<file path="src/rtl/mdu_iterative.sv">
// mdu_iterative: iterative radix-2 RV32M multiply/divide unit.
// Fixed 33-cycle latency from accept to the done pulse, for every op.
// Optional macro MDU_DIV_EN: when defined, DIV/DIVU/REM/REMU are implemented.
// When it is undefined, divide ops still take the normal timing but return 0
// and pulse illegal together with done.
module mdu_iterative #(
  parameter int XLEN  = 32,
  parameter int ITERS = 32
) (
  input  logic            clk,
  input  logic            reset_n,
  input  logic            start,
  input  logic [2:0]      funct3,
  input  logic [XLEN-1:0] op_a,
  input  logic [XLEN-1:0] op_b,
  input  logic [4:0]      rd_in,
  input  logic            kill,
  output logic            busy,
  output logic            done,
  output logic [XLEN-1:0] result,
  output logic [4:0]      wb_addr,
  output logic            wb_we,
  output logic            illegal
);

  localparam int CW = $clog2(ITERS);

  typedef enum logic [1:0] {S_IDLE, S_RUN, S_FIN, S_DONE} state_e;

  state_e          state_q;
  logic [CW-1:0]   count_q;
  logic [2:0]      funct3_q;
  logic [XLEN-1:0] hi_q, lo_q, b_q;
  logic            neg_a_q, neg_b_q;
  logic            busy_q, done_q, wb_we_q, illegal_q;
  logic [XLEN-1:0] result_q;
  logic [4:0]      wb_addr_q;

  logic            sgn_a, sgn_b;
  logic [XLEN-1:0] mag_a, mag_b;
  logic [XLEN-1:0] hi_d, lo_d;
  logic [XLEN-1:0] res_d;
  logic            ill_d;

  // Operand conditioning at accept: signedness per op, then magnitudes
  always_comb begin
    sgn_a = funct3[2] ? ~funct3[0] : (funct3[1:0] != 2'b11);
    sgn_b = funct3[2] ? ~funct3[0] : ~funct3[1];
    mag_a = (sgn_a && op_a[XLEN-1]) ? -op_a : op_a;
    mag_b = (sgn_b && op_b[XLEN-1]) ? -op_b : op_b;
  end

  // One radix-2 step: shift-add multiply or restoring divide on {hi_q, lo_q}
  always_comb begin
    logic [XLEN:0]   mul_sum;
    logic [XLEN:0]   r_sh;
    logic [XLEN:0]   diff;
    logic            ge;
    mul_sum = {1'b0, hi_q} + {1'b0, (lo_q[0] ? b_q : '0)};
    r_sh    = {hi_q, lo_q[XLEN-1]};
    diff    = r_sh - {1'b0, b_q};
    ge      = ~diff[XLEN];
    hi_d    = mul_sum[XLEN:1];
    lo_d    = {mul_sum[0], lo_q[XLEN-1:1]};
`ifdef MDU_DIV_EN
    if (funct3_q[2]) begin
      hi_d = ge ? diff[XLEN-1:0] : r_sh[XLEN-1:0];
      lo_d = {lo_q[XLEN-2:0], ge};
    end
`endif
  end

  // Sign fix-up and result select, consumed on the FIN edge
  always_comb begin
    logic [2*XLEN-1:0] prod;
    logic [XLEN-1:0]   mul_res;
    logic [XLEN-1:0]   quot;
    logic [XLEN-1:0]   rem;
    prod    = {hi_q, lo_q};
    prod    = (neg_a_q ^ neg_b_q) ? -prod : prod;
    mul_res = (funct3_q[1:0] == 2'b00) ? prod[XLEN-1:0] : prod[2*XLEN-1:XLEN];
    // Divide by zero: magnitude division already leaves |a| as remainder,
    // but the quotient must bypass the sign fix to stay all-ones.
    quot    = (b_q == '0) ? '1 : ((neg_a_q ^ neg_b_q) ? -lo_q : lo_q);
    rem     = neg_a_q ? -hi_q : hi_q;
`ifdef MDU_DIV_EN
    res_d   = funct3_q[2] ? (funct3_q[1] ? rem : quot) : mul_res;
    ill_d   = 1'b0;
`else
    res_d   = (funct3_q[2] || (quot == rem && 1'b0)) ? '0 : mul_res;
    ill_d   = funct3_q[2];
`endif
  end

  // Control FSM with registered outputs and iterative datapath registers
  always_ff @(posedge clk or negedge reset_n) begin
    if (!reset_n) begin
      state_q   <= S_IDLE;
      count_q   <= '0;
      funct3_q  <= '0;
      hi_q      <= '0;
      lo_q      <= '0;
      b_q       <= '0;
      neg_a_q   <= 1'b0;
      neg_b_q   <= 1'b0;
      busy_q    <= 1'b0;
      done_q    <= 1'b0;
      wb_we_q   <= 1'b0;
      illegal_q <= 1'b0;
      result_q  <= '0;
      wb_addr_q <= '0;
    end else begin
      done_q    <= 1'b0;
      wb_we_q   <= 1'b0;
      illegal_q <= 1'b0;
      case (state_q)
        S_IDLE: begin
          if (start && !kill) begin
            state_q   <= S_RUN;
            busy_q    <= 1'b1;
            count_q   <= '0;
            funct3_q  <= funct3;
            hi_q      <= '0;
            lo_q      <= mag_a;
            b_q       <= mag_b;
            neg_a_q   <= sgn_a & op_a[XLEN-1];
            neg_b_q   <= sgn_b & op_b[XLEN-1];
            wb_addr_q <= rd_in;
          end
        end
        S_RUN: begin
          if (kill) begin
            state_q <= S_IDLE;
            busy_q  <= 1'b0;
          end else begin
            hi_q    <= hi_d;
            lo_q    <= lo_d;
            count_q <= count_q + 1'b1;
            if (count_q == CW'(ITERS - 1)) state_q <= S_FIN;
          end
        end
        S_FIN: begin
          if (kill) begin
            state_q <= S_IDLE;
            busy_q  <= 1'b0;
          end else begin
            state_q   <= S_DONE;
            result_q  <= res_d;
            done_q    <= 1'b1;
            wb_we_q   <= (wb_addr_q != '0) && !ill_d;
            illegal_q <= ill_d;
          end
        end
        S_DONE: begin
          state_q <= S_IDLE;
          busy_q  <= 1'b0;
        end
        default: begin
          state_q <= S_IDLE;
          busy_q  <= 1'b0;
        end
      endcase
    end
  end

  assign busy    = busy_q;
  assign done    = done_q;
  assign result  = result_q;
  assign wb_addr = wb_addr_q;
  assign wb_we   = wb_we_q;
  assign illegal = illegal_q;

endmodule
</file>
<file path="config.mk">
export PLATFORM = sky130hd
export DESIGN_NAME = mdu_iterative
export DESIGN_NICKNAME = d
export VERILOG_FILES = /design/src/rtl/mdu_iterative.sv
export SDC_FILE = /design/constraint.sdc
export NUM_CORES = 1
export LEC_CHECK = 0
export CAP_MARGIN = 20
export CORE_ASPECT_RATIO = 0.75
export CORE_MARGIN = 2
export CORE_UTILIZATION = 38
export DETAILED_ROUTE_END_ITERATION = 7
export GPL_ROUTABILITY_DRIVEN = 0
export GPL_TIMING_DRIVEN = 1
export HOLD_SLACK_MARGIN = 0.02
export PLACE_DENSITY_LB_ADDON = 0.1
export SYNTH_ARGS = -nofsm -noshare
export SYNTH_HDL_FRONTEND = slang
export SYNTH_SLANG_ARGS = --single-unit
</file>
<file path="constraint.sdc">
create_clock -name clk -period 3.37 [get_ports clk]
set_input_delay 0.674 -clock clk [delete_from_list [all_inputs] [get_ports clk]]
set_output_delay 0.674 -clock clk [all_outputs]
set_load 0.005 [all_outputs]
</file>
==> qor.yml <==
leakage_nw: 5.50
first_global_vias: 9003
cts_max_level: 4
power.density_nw_per_um2: 811
die_area_um2: 28900
root_buffer: "clkbuf_16"
fin_crit_ns: 3.25
layout-drive-gt1-share_pct: 7.98
ys_top_cells_by_area: "dfrtp_1 (36%), o21ai_0 (8.7%), xor2_1 (6.3%), xnor2_1 (5.9%), nand2_1 (5.4%)"
syn_area_um2: 10500
async_reset_ff_share_pct: 100
rsz0062_at_grt: "no"
r2r_start: "lo_q[0]"
slew_headroom_pct: 37.4
period_share_pct: 96.5
ys_seq_area_share_pct: 35.7
dieHeight_um: 148
synth-warning-count: 0
cts-buffers-inserted: 17
yosysTopAreaCellShare_pct: 35.7
first_pass_iters: 5
ir_worst_vdd_mv: 0.516
worst-slew-pin-transition_ns: 0.935
clk_pin_slew_ns: 0.06
multiInputGateArea_um2: 6410
status: "completed"
grt_max_degree: 77
drtIter0Drc: 663
max_freq_ghz: 0.307
rrSetupSlack_ns: 0.12
synth_xor_area_share_pct: 12.1
synth_adder_area_share_pct: 5.10
layout.nets: 1513
path_max_fanout: 27
final_core_util_pct: 47.6
syn_to_final_growth_pct: 23.0
r2r_cells: 11
via_count: 9557
synth_top_family_by_area: "compound AO/OA/AOI/OAI gates"
grt_pass1_wl_mm: 50.8
hold_slack_ns: 0.256
seqCellArea_um2: 3730
synth_compound_area_share_pct: 22.8
yosys-top-cells-count: "o21ai_0 (182), nand2_1 (150), dfrtp_1 (149), a21oi_1 (98), nor2_1 (85)"
ys.flop_type: "dfrtp_1"
clock_path_buffers: 2
post-route-drc-count: 0
num_rows: 52
slew_viol_final: 0
cp.required_ns: 3.68
portBuffers: 116
dieWidth_um: 196
synth.mux.area_fraction_pct: 1.35
io_pins: 117
routed_wl_mm: 31.0
synth_edf_count: 0
yosys.area_share.simple_pct: 19.5
synth_area_per_cell_um2: 8.23
synth-seq-cells: 149
hold_viol: 0
wl_per_cell_um: 17.7
core_um2: 27000
cp-start-kind: "flip-flop"
r2r_end: "hi_q[30]"
hpwlAfterDp_mm: 23.8
antenna_left: 0
synth_nets: 1389
hold_path.class: "in2async"
fill_cells: 2632
synth_cell_type_count: 62
clkSinkCount: 149
initial_utilization_pct: 38.7
setup_viol: 0
cts_tree: "yes"
critPathKind: "reg2reg"
dp.cells: 1727
crit_arrival_ns: 3.56
grt_overflow: 0
maxCapViolations: 0
antenna_found_initial: 0
instances_no_fill: 1755
hold_buffers: 0
grt_use_total_pct: 22.3
synth.most_common_cell: "o21ai_0"
end_kind: "flip-flop"
viasPerCell: 5.45
finClkSkew_ns: 0.0130
diodes: 0
clock_latency_ns: 0.43
synthCells: 1271
synth_area_leader_cell: "dfrtp_1"
## layer usage
metal  up-vias  part of all wire [%]  GRT usage, %  wire (µm)
met3        12                   5.0          3.54       1560
met2       204                    41          32.0      12900
met5         -                     0             0          0
met4         0                  0.59          3.55        184
met1      4578                    53          35.4      16400
li1       4763                     -             -          -
## cell usage in the layout, fill, tap and decap left out, types with 37 or more instances in the layout
cell type	n
a21oi_1	98
and2_1	37
buf_4	53
clkdlybuf4s50_1	115
dfrtp_1	149
ha_1	40
nand2_1	150
nor2_1	84
o21ai_0	182
xnor2_1	69
xor2_1	74
## layout make-up
type / instances / share of cell area (%)
multi-input cells: 1027 / 49.9
flip-flops and latches: 149 / 29.0
repair buffers: 172 / 12.7
clock buffers: 23 / 3.64
well taps: 351 / 3.42
inverters: 28 / 0.818
clock inverters: 5 / 0.603
## through the flow
step	power, mW	setup WS, ns	setup TNS [ns]	instance area (µm²)
finish	10.4	0.117	0	12900
global route	11.3	0.00668	0	12900
CTS	10.5	0.146	0	12800
detailed placement	8.58	-0.0237	-0.0605	12300
global placement	8.49	0.00239	0	12300
floorplan	6.68	0.338	0	10500
## how the worst max path moves through the flow
stage | start | to | slack (ns)
floorplan | lo_q[0] | hi_q[29] | 0.34
global placement | op_a[16] | lo_q[23] | 0.002
detailed placement | op_a[16] | lo_q[23] | -0.02
CTS | lo_q[0] | hi_q[28] | 0.15
global route | lo_q[0] | hi_q[28] | 0.007
finish | lo_q[0] | hi_q[30] | 0.12
## critical path, stage by stage (launching register included)
cell	delay [ns]
dfrtp_1	0.45
buf_12	0.19
and2_1	0.18
ha_1	0.45
nand4_1	0.16
or2_2	0.32
or4_1	0.49
nand3_1	0.18
a311oi_1	0.17
o21ai_0	0.30
xnor2_1	0.15
o21ai_0	0.09
## repair_timing
item,4_1_cts,5_1_grt
gates resized for setup,0,2
setup buffers,0,0
endpoints found under the setup margin,0,3
## logic make-up after synthesis
group	Yosys count
flops	149
xor+xnor	145
compound gates	408
simple gates	419
fa+ha+maj	42
mux	13
buf+inv	95
## flip-flops by register name, summed over array words and instances, names as in the netlist
name and flops:
hi_q 32, done 1, wb_we 1, neg_a_q 1
b_q 32, funct3_q 3, count_q 5, result 32
neg_b_q 1, lo_q 32, illegal 1, busy 1
wb_addr 5, state_q 2
## power by group
part,internal [mW],switching [mW],total (mW)
registers,2.49,0.776,3.26
clock network,1.11,0.752,1.86
logic,2.35,2.95,5.30
Power figures use the tool's default switching activity.
